`config.mk`:
```
export PLATFORM = sky130hd
export DESIGN_NAME = nway_cache
export DESIGN_NICKNAME = d
export VERILOG_FILES = /design/src/rtl/cache_pkg.sv /design/src/rtl/lru_tracker.sv /design/src/rtl/nway_cache.sv
export SDC_FILE = /design/constraint.sdc
export NUM_CORES = 2
export LEC_CHECK = 0
export CAP_MARGIN = 25
export CORE_MARGIN = 5
export CORE_UTILIZATION = 35
export CTS_BUF_LIST = sky130_fd_sc_hd__clkbuf_8
export DETAILED_ROUTE_END_ITERATION = 10
export GPL_TIMING_DRIVEN = 1
export PLACE_DENSITY = 0.63
export SLEW_MARGIN = 15
export SYNTH_ARGS = -nofsm -noshare
export SYNTH_HDL_FRONTEND = slang
export SYNTH_SLANG_ARGS = --single-unit
```
`constraint.sdc`:
```
create_clock -name clk -period 7.4 [get_ports clk]
set_input_delay 1.11 -clock clk [delete_from_list [all_inputs] [get_ports clk]]
set_output_delay 1.11 -clock clk [all_outputs]
set_load 0.01 [all_outputs]
```
`src/rtl/cache_pkg.sv`:
```
// Shared encodings and byte-lane helpers for the N-way data cache.
// Access modes follow the load/store funct3 layout.
package cache_pkg;

  localparam logic [2:0] DATA_ADDR_MODE_B  = 3'b000;
  localparam logic [2:0] DATA_ADDR_MODE_H  = 3'b001;
  localparam logic [2:0] DATA_ADDR_MODE_W  = 3'b010;
  localparam logic [2:0] DATA_ADDR_MODE_BU = 3'b100;
  localparam logic [2:0] DATA_ADDR_MODE_HU = 3'b101;

  typedef enum logic [1:0] {
    ST_IDLE,
    ST_FILL,
    ST_STORE,
    ST_RESP
  } cache_state_e;

  function automatic logic [3:0] byte_enable(input logic [2:0] mode, input logic [1:0] off);
    logic [3:0] be;
    case (mode)
      DATA_ADDR_MODE_B, DATA_ADDR_MODE_BU: be = 4'b0001 << off;
      DATA_ADDR_MODE_H, DATA_ADDR_MODE_HU: be = 4'b0011 << {off[1], 1'b0};
      default:                             be = 4'b1111;
    endcase
    return be;
  endfunction

  function automatic logic [31:0] lane_shift(input logic [2:0] mode, input logic [1:0] off,
                                             input logic [31:0] wd);
    logic [31:0] r;
    case (mode)
      DATA_ADDR_MODE_B, DATA_ADDR_MODE_BU: r = {24'd0, wd[7:0]} << {off, 3'b000};
      DATA_ADDR_MODE_H, DATA_ADDR_MODE_HU: r = {16'd0, wd[15:0]} << {off[1], 4'b0000};
      default:                             r = wd;
    endcase
    return r;
  endfunction

  // Right-aligns the addressed lane and sign- or zero-extends it.
  function automatic logic [31:0] extract(input logic [2:0] mode, input logic [1:0] off,
                                          input logic [31:0] word);
    logic [31:0] sb;
    logic [31:0] sh;
    logic [31:0] r;
    sb = word >> {off, 3'b000};
    sh = word >> {off[1], 4'b0000};
    case (mode)
      DATA_ADDR_MODE_B:  r = {{24{sb[7]}}, sb[7:0]};
      DATA_ADDR_MODE_BU: r = {24'd0, sb[7:0]};
      DATA_ADDR_MODE_H:  r = {{16{sh[15]}}, sh[15:0]};
      DATA_ADDR_MODE_HU: r = {16'd0, sh[15:0]};
      default:           r = word;
    endcase
    return r;
  endfunction

endpackage

```
`src/rtl/lru_tracker.sv`:
```
// True-LRU age tracker: per-set age per way, 0 = most recent, NUM_WAYS-1 = oldest.
module lru_tracker #(
  parameter int NUM_SETS = 4,
  parameter int NUM_WAYS = 4
) (
  input  logic                        clk,
  input  logic                        rst,
  input  logic [$clog2(NUM_SETS)-1:0] lookup_set,
  output logic [$clog2(NUM_WAYS)-1:0] oldest_way,
  input  logic                        touch_en,
  input  logic [$clog2(NUM_SETS)-1:0] touch_set,
  input  logic [$clog2(NUM_WAYS)-1:0] touch_way
);

  localparam int WW = $clog2(NUM_WAYS);

  logic [WW-1:0] ages_q [NUM_SETS][NUM_WAYS];
  logic [WW-1:0] ages_d [NUM_SETS][NUM_WAYS];
  logic [WW-1:0] touched_age;

  // Touched way becomes youngest; only ways younger than it age by one.
  always_comb begin
    ages_d      = ages_q;
    touched_age = ages_q[touch_set][touch_way];
    if (touch_en) begin
      for (int w = 0; w < NUM_WAYS; w++) begin
        if (WW'(w) == touch_way)
          ages_d[touch_set][w] = '0;
        else if (ages_q[touch_set][w] < touched_age)
          ages_d[touch_set][w] = ages_q[touch_set][w] + WW'(1);
      end
    end
  end

  always_comb begin
    oldest_way = '0;
    for (int w = 0; w < NUM_WAYS; w++) begin
      if (ages_q[lookup_set][w] == WW'(NUM_WAYS - 1))
        oldest_way = WW'(w);
    end
  end

  always_ff @(posedge clk) begin
    if (rst) begin
      for (int s = 0; s < NUM_SETS; s++)
        for (int w = 0; w < NUM_WAYS; w++)
          ages_q[s][w] <= WW'(w);
    end else begin
      ages_q <= ages_d;
    end
  end

endmodule

```
`src/rtl/nway_cache.sv`:
```
// N-way set-associative write-through, no-write-allocate data cache with
// true-LRU replacement, req/ack memory handshake and a flush port.
module nway_cache
  import cache_pkg::*;
#(
  parameter int ADDR_WIDTH = 32,
  parameter int DATA_WIDTH = 32,
  parameter int NUM_SETS   = 4,
  parameter int NUM_WAYS   = 4
) (
  input  logic                  clk,
  input  logic                  rst,
  input  logic                  cpu_req,
  input  logic                  cpu_we,
  input  logic [2:0]            cpu_mode,
  input  logic [ADDR_WIDTH-1:0] cpu_addr,
  input  logic [DATA_WIDTH-1:0] cpu_wd,
  output logic [DATA_WIDTH-1:0] cpu_rd,
  output logic                  cpu_ready,
  input  logic                  flush,
  output logic                  mem_req,
  output logic                  mem_we,
  output logic [ADDR_WIDTH-1:0] mem_addr,
  output logic [DATA_WIDTH-1:0] mem_wd,
  output logic [3:0]            mem_be,
  input  logic [DATA_WIDTH-1:0] mem_rd,
  input  logic                  mem_ack,
  output logic [31:0]           total_accesses,
  output logic [31:0]           total_hits,
  output logic [31:0]           total_misses
);

  localparam int SW = $clog2(NUM_SETS);
  localparam int WW = $clog2(NUM_WAYS);
  localparam int TW = ADDR_WIDTH - 2 - SW;

  logic [SW-1:0] set_idx;
  logic [TW-1:0] tag;
  logic [1:0]    off;

  assign set_idx  = cpu_addr[2+SW-1:2];
  assign tag      = cpu_addr[ADDR_WIDTH-1:2+SW];
  assign off      = cpu_addr[1:0];
  assign mem_addr = {cpu_addr[ADDR_WIDTH-1:2], 2'b00};
  assign mem_wd   = lane_shift(cpu_mode, off, cpu_wd);

  cache_state_e state_q, state_d;
  logic [NUM_WAYS-1:0]   valid_q [NUM_SETS];
  logic [NUM_WAYS-1:0]   valid_d [NUM_SETS];
  logic [TW-1:0]         tag_q   [NUM_SETS][NUM_WAYS];
  logic [TW-1:0]         tag_d   [NUM_SETS][NUM_WAYS];
  logic [DATA_WIDTH-1:0] data_q  [NUM_SETS][NUM_WAYS];
  logic [DATA_WIDTH-1:0] data_d  [NUM_SETS][NUM_WAYS];
  logic                  hit_q, hit_d;
  logic [WW-1:0]         way_q, way_d;
  logic [DATA_WIDTH-1:0] fill_word_q, fill_word_d;
  logic [31:0]           acc_q, acc_d, hits_q, hits_d, misses_q, misses_d;

  logic          hit;
  logic [WW-1:0] hit_way;
  logic [WW-1:0] victim_way;
  logic [WW-1:0] oldest_way;
  logic          found_invalid;
  logic          touch_en;
  logic [WW-1:0] touch_way;
  logic          count_hit;

  assign total_accesses = acc_q;
  assign total_hits     = hits_q;
  assign total_misses   = misses_q;

  lru_tracker #(
    .NUM_SETS(NUM_SETS),
    .NUM_WAYS(NUM_WAYS)
  ) u_lru (
    .clk       (clk),
    .rst       (rst),
    .lookup_set(set_idx),
    .oldest_way(oldest_way),
    .touch_en  (touch_en),
    .touch_set (set_idx),
    .touch_way (touch_way)
  );

  always_comb begin
    hit     = 1'b0;
    hit_way = '0;
    for (int w = 0; w < NUM_WAYS; w++) begin
      if (valid_q[set_idx][w] && tag_q[set_idx][w] == tag) begin
        hit     = 1'b1;
        hit_way = WW'(w);
      end
    end
  end

  // Prefer the lowest free way; only fall back to LRU when the set is full.
  always_comb begin
    victim_way    = oldest_way;
    found_invalid = 1'b0;
    for (int w = 0; w < NUM_WAYS; w++) begin
      if (!found_invalid && !valid_q[set_idx][w]) begin
        victim_way    = WW'(w);
        found_invalid = 1'b1;
      end
    end
  end

  always_comb begin
    state_d     = state_q;
    valid_d     = valid_q;
    tag_d       = tag_q;
    data_d      = data_q;
    hit_d       = hit_q;
    way_d       = way_q;
    fill_word_d = fill_word_q;
    cpu_ready   = 1'b0;
    cpu_rd      = '0;
    mem_req     = 1'b0;
    mem_we      = 1'b0;
    mem_be      = 4'b0000;
    touch_en    = 1'b0;
    touch_way   = way_q;
    case (state_q)
      ST_IDLE: begin
        if (flush) begin
          for (int s = 0; s < NUM_SETS; s++)
            valid_d[s] = '0;
        end else if (cpu_req) begin
          hit_d = hit;
          way_d = hit ? hit_way : victim_way;
          if (cpu_we) begin
            state_d = ST_STORE;
          end else if (hit) begin
            cpu_ready = 1'b1;
            cpu_rd    = extract(cpu_mode, off, data_q[set_idx][hit_way]);
            touch_en  = 1'b1;
            touch_way = hit_way;
          end else begin
            state_d = ST_FILL;
          end
        end
      end
      ST_FILL: begin
        mem_req = 1'b1;
        if (mem_ack) begin
          tag_d[set_idx][way_q]   = tag;
          data_d[set_idx][way_q]  = mem_rd;
          valid_d[set_idx][way_q] = 1'b1;
          fill_word_d             = mem_rd;
          touch_en                = 1'b1;
          state_d                 = ST_RESP;
        end
      end
      ST_RESP: begin
        cpu_ready = 1'b1;
        cpu_rd    = extract(cpu_mode, off, fill_word_q);
        state_d   = ST_IDLE;
      end
      ST_STORE: begin
        mem_req = 1'b1;
        mem_we  = 1'b1;
        mem_be  = byte_enable(cpu_mode, off);
        if (mem_ack) begin
          cpu_ready = 1'b1;
          if (hit_q) begin
            for (int b = 0; b < 4; b++)
              if (mem_be[b])
                data_d[set_idx][way_q][8*b +: 8] = mem_wd[8*b +: 8];
            touch_en = 1'b1;
          end
          state_d = ST_IDLE;
        end
      end
      default: state_d = ST_IDLE;
    endcase
  end

  // A same-cycle completion in IDLE is always a load hit.
  always_comb begin
    acc_d     = acc_q;
    hits_d    = hits_q;
    misses_d  = misses_q;
    count_hit = (state_q == ST_IDLE) || (state_q == ST_STORE && hit_q);
    if (cpu_ready) begin
      acc_d = acc_q + 32'd1;
      if (count_hit)
        hits_d = hits_q + 32'd1;
      else
        misses_d = misses_q + 32'd1;
    end
  end

  always_ff @(posedge clk) begin
    if (rst) begin
      state_q     <= ST_IDLE;
      hit_q       <= 1'b0;
      way_q       <= '0;
      fill_word_q <= '0;
      acc_q       <= '0;
      hits_q      <= '0;
      misses_q    <= '0;
      for (int s = 0; s < NUM_SETS; s++)
        valid_q[s] <= '0;
    end else begin
      state_q     <= state_d;
      hit_q       <= hit_d;
      way_q       <= way_d;
      fill_word_q <= fill_word_d;
      acc_q       <= acc_d;
      hits_q      <= hits_d;
      misses_q    <= misses_d;
      valid_q     <= valid_d;
    end
  end

  always_ff @(posedge clk) begin
    tag_q  <= tag_d;
    data_q <= data_d;
  end

endmodule

```
Word level (Yosys, flattened, before mapping)

Cells that the tools add are included.

Flip-flop bits (word level): 1,141
Latch bits: 0
Memory bits (writable): 0
Bits in read-only memories: 0
Input port bits: 105
Output and inout port bits: 199
Word-level logic and storage cells: 303
Memories: 0

Add/subtract/negate cells: 7
Multipliers: 0
Divide/modulo/power cells: 0
Order comparisons: 12
Eq/ne operators: 23
Shift operators: 8
Mux-type cells: 147
Bitwise gates (word level): 15
Reduce and logical (&&, ||, !) cells: 32

Operators with widths:

| kind                                                            | count |
|---|---|
| 512-bit two-way mux                                             | 16 |
| 512-bit bitwise mux                                             | 5 |
| 128-bit demux with 2-bit select                                 | 5 |
| 512-bit case mux with 2 select lines                            | 1 |
| 128-bit two-way mux                                             | 7 |
| 32-bit two-way mux                                              | 19 |
| 448-bit bitwise mux                                             | 1 |
| 112-bit two-way mux                                             | 3 |
| 32-bit demux with 2-bit select                                  | 5 |
| 128-bit binary-select mux with 2-bit select                     | 1 |
| 32-bit case mux with 4 select lines                             | 2 |
| 112-bit binary-select mux with 2-bit select                     | 1 |
| 112-bit demux with 2-bit select                                 | 1 |
| 32-bit AND                                                      | 4 |
| 32-bit bitwise mux                                              | 4 |
| 32-bit inverter                                                 | 4 |
| 32-bit case mux with 2 select lines                             | 2 |
| 28-bit == test                                                  | 4 |
| 32-bit by 1-bit adder with 32-bit output, second input constant | 3 |
| 32-bit binary-select mux with 2-bit select                      | 1 |
| 8-bit demux with 2-bit select                                   | 4 |
| 32-bit by 5-bit right shift with 16-bit output                  | 2 |
| 32-bit by 5-bit right shift with 8-bit output                   | 2 |
| 28-bit demux with 2-bit select                                  | 1 |
| other kinds (49)                                                | 146 |

Longest topological paths before layout

Word-level depth: 34
Depth in mapped cells: 24
Gate-level depth less buffers: 17

Modules after synthesis

From an unflattened synthesis, not the netlist that was laid out.

Cells, all modules: 3,938
Area total of the unflattened synthesis: 52,176.3 sq um

By module, submodules not included:

| module      | instances | cells each | area each (sq um) | seq. area each (sq um) |
|---|---|---|---|---|
| nway_cache  | 1         | 3,686      | 49,817.8          | 31,810.5 |
| lru_tracker | 1         | 252        | 2,358.5           | 640.6 |

Worst setup path before layout

OpenSTA, ideal clock, no wires.

Path kind: input to register
From: input cpu_addr[2]
To: register u_lru.ages_q[19] (netlist bit)
Library setup time: 0.120 ns
Arrival: 5.557 ns
Required time: 7.280 ns
Setup slack: 1.723 ns
Stages: 21
Path buffers: 13
Path through: buf_6 buf_8 buf_8 buf_8 buf_4 buf_2 buf_2 buf_4 buf_2 buf_2 buf_2 buf_2 mux4_2 mux2_2 o21ai_0 ha_1 o31a_1 o22ai_2 buf_4 o21ai_1 a211o_1

Word-level cells in the longest chain between the ends: 34
Elaborated cells on any way between the ends: 82
Those cells by class: add/sub (4); order compare (6); eq/ne (7); mux (49); bitwise (10); reduce/logical (6)

RTL lines:

| item                                                       | RTL line          | text |
|---|---|---|
| start, declared                                            | nway_cache.sv:16  | `input logic [ADDR_WIDTH-1:0] cpu_addr,` |
| 2-bit inverter with 3-bit output (not written as such) (*) | --                |  |
| 112-bit binary-select mux with 2-bit select                | nway_cache.sv:89  | `if (valid_q[set_idx][w] && tag_q[set_idx][w] == tag) begin` |
| 112-bit two-way mux (not written as such) (2 in series)    | nway_cache.sv:89  |  |
| 28-bit == test                                             | nway_cache.sv:89  |  |
| 1-bit logical AND                                          | nway_cache.sv:89  |  |
| 1-bit two-way mux (4 in series)                            | nway_cache.sv:89  |  |
| 2-bit two-way mux                                          | nway_cache.sv:133 | `end else if (hit) begin` |
| 2-bit two-way mux                                          | nway_cache.sv:131 | `if (cpu_we) begin` |
| (+14 left out)                                             | --                |  |
| 32-bit two-way mux                                         | lru_tracker.sv:25 | `if (touch_en) begin` |
| 32-bit bitwise mux                                         | lru_tracker.sv:30 | `ages_d[touch_set][w] = ages_q[touch_set][w] + WW'(1);` |
| 32-bit two-way mux                                         | lru_tracker.sv:29 | `else if (ages_q[touch_set][w] < touched_age)` |
| 32-bit two-way mux                                         | lru_tracker.sv:27 | `if (WW'(w) == touch_way)` |
| 32-bit two-way mux                                         | lru_tracker.sv:25 |  |
| 32-bit bitwise mux                                         | lru_tracker.sv:30 |  |
| 32-bit two-way mux                                         | lru_tracker.sv:29 |  |
| 32-bit two-way mux                                         | lru_tracker.sv:27 |  |
| end signal, assigned by index                              | lru_tracker.sv:47 | `ages_q[s][w] <= WW'(w);` |
| end signal, assigned                                       | lru_tracker.sv:49 | `ages_q <= ages_d;` |
| end, declared                                              | lru_tracker.sv:17 | `logic [WW-1:0] ages_q [NUM_SETS][NUM_WAYS];` |

Mark *: on every way between the ends. The rest lies on a longest branch, timed or not. The select of a mux whose other input is x is not followed.
A chain may end at the register's enable or synchronous reset.

Worst setup path after layout

From: input cpu_addr[3]
To: output cpu_rd[17]

Word-level cells in the longest chain between the ends: 20
Elaborated cells on any way between the ends: 37
Those cells by class: eq/ne (4); shift (2); mux (25); bitwise (2); reduce/logical (4)

RTL lines:

| item                                                                                                                   | RTL line                            | text |
|---|---|---|
| 2-bit inverter with 3-bit output (not written as such) (*)                                                             | nway_cache.sv:89, nway_cache.sv:135 |  |
| 112-bit binary-select mux with 2-bit select                                                                            | nway_cache.sv:89                    |  |
| 112-bit two-way mux (not written as such) (2 in series)                                                                | nway_cache.sv:89                    |  |
| 28-bit == test                                                                                                         | nway_cache.sv:89                    |  |
| 1-bit logical AND                                                                                                      | nway_cache.sv:89                    |  |
| 1-bit two-way mux                                                                                                      | nway_cache.sv:89                    |  |
| 2-bit two-way mux (2 in series)                                                                                        | nway_cache.sv:89                    |  |
| 2-bit inverter with 3-bit output (not written as such)                                                                 | nway_cache.sv:135                   | `cpu_rd = extract(cpu_mode, off, data_q[set_idx][hit_way]);` |
| 32-bit binary-select mux with 2-bit select                                                                             | nway_cache.sv:135                   |  |
| 32-bit two-way mux (not written as such) (2 in series)                                                                 | nway_cache.sv:135                   |  |
| 32-bit by 5-bit right shift with 16-bit output / 32-bit by 5-bit right shift with 8-bit output (equally long branches) | cache_pkg.sv:46, cache_pkg.sv:45    |  |
| 32-bit case mux with 4 select lines                                                                                    | cache_pkg.sv:47                     | `case (mode)` |
| 32-bit two-way mux (*)                                                                                                 | nway_cache.sv:133                   |  |
| 32-bit two-way mux (*)                                                                                                 | nway_cache.sv:131                   |  |
| 32-bit two-way mux (*)                                                                                                 | nway_cache.sv:128                   | `end else if (cpu_req) begin` |
| 32-bit two-way mux (*)                                                                                                 | nway_cache.sv:125                   | `if (flush) begin` |
| 32-bit case mux with 2 select lines (*)                                                                                | nway_cache.sv:123                   | `case (state_q)` |
| end, declared                                                                                                          | nway_cache.sv:18                    | `output logic [DATA_WIDTH-1:0] cpu_rd,` |

Marked as above.

==> run_results.csv <==
group,metric,value,unit
cts,holdBufCountCts,0,
worst_hold_path,hold_depth,2,
route,vias,35200,
yosys,syn_area_per_cell,13.1,um^2
power_and_ir_drop,swShare,28.1,%
timing,hold_viol,0,
yosys,netlist_area,51600,um^2
route,highest_layer,"met5",
yosys,synth-async-reset-ratio,0,%
route,first_pass_iters,7,
timing,worst_slack,0.123,ns
timing,slew_headroom,28.9,%
route,drcViolationCount,0,
power_and_ir_drop,ir_drop,0.000176,V
cells_and_area,regArea,32500,um^2
route,drt-total-wl,158000,um
worst_hold_path,min_from,"fill_word_q[2]",
die,core,146000,um^2
global_route,antenna_found_initial,4,
global_route,grt_max_degree,88,
worst_hold_path,worstHoldEndpoint,"fill_word_q[2]",
timing,slew_violations,0,
cts,clk_path_buf_depth,3,
power_and_ir_drop,p_sw,4.06,mW
timing,setup_violations,0,
global_route,grt_pass1_vias,34800,
cells_and_area,multi_input_area,17600,um^2
setup_path,reg2reg_to,"u_lru.ages_q[15]",
route,ant_nets,0,
place,placed_area,57600,um^2
cells_and_area,drive_gt1_share,17.2,%
cts,path_clk_slew,0.06,ns
power_and_ir_drop,power.density,235,nW/um^2
run_status,status,"complete, no violations",
route,routed_via_density,5.47,
cts,cts_buffers,191,
setup_path,rr_worst_depth,18,
cts,cts_root_buffer,"clkbuf_8",
setup_path,regToRegSetupSlack,1.96,ns
global_route,grt_pass1_wl,233000,um
die,rows,140,
yosys,ys_seq_elements,1141,
global_route,track_usage,19.8,%
power_and_ir_drop,p_comb_share,13.1,%
setup_path,path_class,"in2out",
cts,cts.sinks,1141,
timing,fin_crit_sh,98.3,%
yosys,yosysWarningCount,0,
yosys,synth.most_common_cell,"edfxtp_1",
yosys,synth_top_area_cell,"edfxtp_1",
global_route,grt_overflow,0,
cts,h-tree-depth,4,
route,dr_wl_met2,74900,um
route,met3_length,12300,um
yosys,ys_top_cells_by_count,"960 x edfxtp_1, 738 x nor2_1, 256 x nand2_1",
yosys,synth_edf_count,960,
power_and_ir_drop,clockPowerShare,37.7,%
die,initial_core_util,35.3,%
place,place_congestion,0.946,
worst_hold_path,hp-class,"reg2reg",
route,drt_iter0_markers,4175,
setup_path,worstReg2RegStart,"tag_q[386]",
timing,fin_skew,0.0666,ns
setup_path,path_max_fanout,40,
power_and_ir_drop,seq_power_share,49.2,%
yosys,ys.flop_type,"edfxtp_1",
timing,fmax,0.137,GHz
route,met1_length,66600,um
setup_path,critPathRequiredTime,6.29,ns
yosys,synth_top_area_share,55.9,%
place,port_buffers,301,
die,ioPinCount,304,
timing,timing.hold.ws,0.457,ns
setup_path,worstSetupEndpointType,"primary output",
cts,insertion_delay,0.94,ns
place,preCtsSetupSlack,-0.00202,ns
cells_and_area,fin_nets,4477,
timing,period_minus_slack,7.28,ns
yosys,yosysUniqueCellTypes,101,
timing,rsz0062_at_grt,"no",
route,wire_per_inst,24.6,um
cells_and_area,fin_area,61500,um^2
run,drv_cap,0,
yosys,synthTopCellsByArea,"edfxtp_1 56%, mux4_2 9.1%, dfxtp_1 7.0%, nor2_1 5.4%, mux2i_1 2.7%",
cells_and_area,area_growth_syn_to_layout,19.1,%
die,die_h,394,um
power_and_ir_drop,p_int,10.4,mW
place,post-dp-hpwl,108000,um
die,dieWidth,394,um
setup_path,cp-start-kind,"primary input",
cells_and_area,nFillCells,13500,
yosys,netlist_instances,3937,
cts,cts_tree,"done",
setup_path,critPathArrivalTime,6.17,ns
power_and_ir_drop,leakagePower,21.2,nW
yosys,yosysSeqAreaShare,62.9,%
timing,worst_slew_pin_slew,1.06,ns
die,die-area,155000,um^2
## through the flow
| stage | utilization [%] | std cells | power, mW | TNS [ns] |
|---|---|---|---|---|
| after global routing | 42.1 | 6441 | 15.0 | 0 |
| after global placement | 39.3 | 6063 | 9.09 | 0 |
| after CTS | 42.0 | 6433 | 14.6 | 0 |
| after detailed placement | 39.5 | 6076 | 9.11 | -0.00202 |
| after floorplan | - | 3938 | 8.26 | 0 |
| final | 42.1 | 6442 | 14.4 | 0 |
## per-layer routing
| layer | track usage (%) | up-vias |
|---|---|---|
| li1 | - | 15500 |
| met5 | 0 | - |
| met2 | 31.7 | 1674 |
| met3 | 3.64 | 257 |
| met1 | 27.4 | 17800 |
| met4 | 6.13 | 4 |
## worst max-delay path by stage
stage	slack, ns	from	endpoint	depth (start not counted)
after global routing	0.0006	cpu_addr[2]	cpu_rd[1]	16
after floorplan	1.72	cpu_addr[2]	u_lru.ages_q[19]	21
final	0.12	cpu_addr[3]	cpu_rd[17]	18
after detailed placement	-0.002	cpu_addr[2]	cpu_rd[17]	18
after global placement	0.10	cpu_addr[3]	cpu_rd[17]	17
after CTS	0.16	cpu_addr[2]	cpu_rd[1]	16
## flip-flops by register name (all words and copies together) (netlist names), 16 cells and up
| register | count |
|---|---|
| tag_q | 448 |
| valid_q | 16 |
| u_lru.ages_q | 32 |
| total_misses | 32 |
| fill_word_q | 32 |
| total_accesses | 32 |
| data_q | 512 |
| total_hits | 32 |
## layout make-up
| cell class | count | share of cell area [%] |
|---|---|---|
| Sequential cell | 1141 | 52.8 |
| Multi-Input combinational cell | 2414 | 28.6 |
| Timing Repair Buffer | 545 | 8.29 |
| Clock buffer | 197 | 4.41 |
| Tap cell | 1917 | 3.90 |
| Clock inverter | 160 | 1.64 |
| Inverter | 65 | 0.397 |
| Antenna cell | 3 | 0.0122 |
## what timing repair did
action | 4_1_cts | 5_1_grt
resized for setup | 1 | 2
cloned | 0 | 0
buffers inserted | 0 | 1
pin swaps | 0 | 1
endpoints found under the setup margin | 2 | 4
## cells by family (layout without fill, tap and decap cells)
group,after synthesis,in the layout,share of synthesized area [%]
other,1,5,0.00727
adders and majority gates,14,14,0.340
and+or+nand+nor,1370,1370,11.7
AOI/OAI and AO/OA,492,492,6.54
xor gates and xnor gates,178,178,3.02
buffers and inverters,383,967,3.48
DFF,1141,1141,62.9
muxes,358,358,12.0
## power by group through the flow
stage / combinational [mW] / clock (mW) / sequential, mW
3_5_place_dp: 1.88 / 0 / 7.23
2_1_floorplan: 1.04 / 0 / 7.21
5_1_grt: 2.01 / 5.89 / 7.10
4_1_cts: 1.89 / 5.57 / 7.10
6_report: 1.90 / 5.45 / 7.10
3_3_place_gp: 1.86 / 0 / 7.23
## layout by cell type, fill, tap and decap left out, drive strengths merged, types with 69 or more instances in the layout
cell           count
buf              248
clkinv            81
a21oi             92
nor2             741
mux2i            138
xnor2            109
nor3              80
clkdlybuf4s50    297
xor2              69
clkbuf           197
o21ai            127
inv              138
nand3             87
dfxtp            181
mux4             209
edfxtp           960
nand2            256
## critical path: stages
cell	delay (ns)
buf_8	0.31
buf_4	0.36
mux4_2	0.35
xnor2_1	0.39
nand2_1	0.18
nor4_2	0.38
buf_4	0.19
and2_1	0.31
a21boi_0	0.17
a211oi_2	0.45
buf_4	0.19
o21ai_0	0.16
o221ai_1	0.34
a211oi_2	0.12
o21ai_2	0.17
buf_12	0.17
o22ai_1	0.16
clkdlybuf4s50_1	0.55
Power figures use the tool's default switching activity.
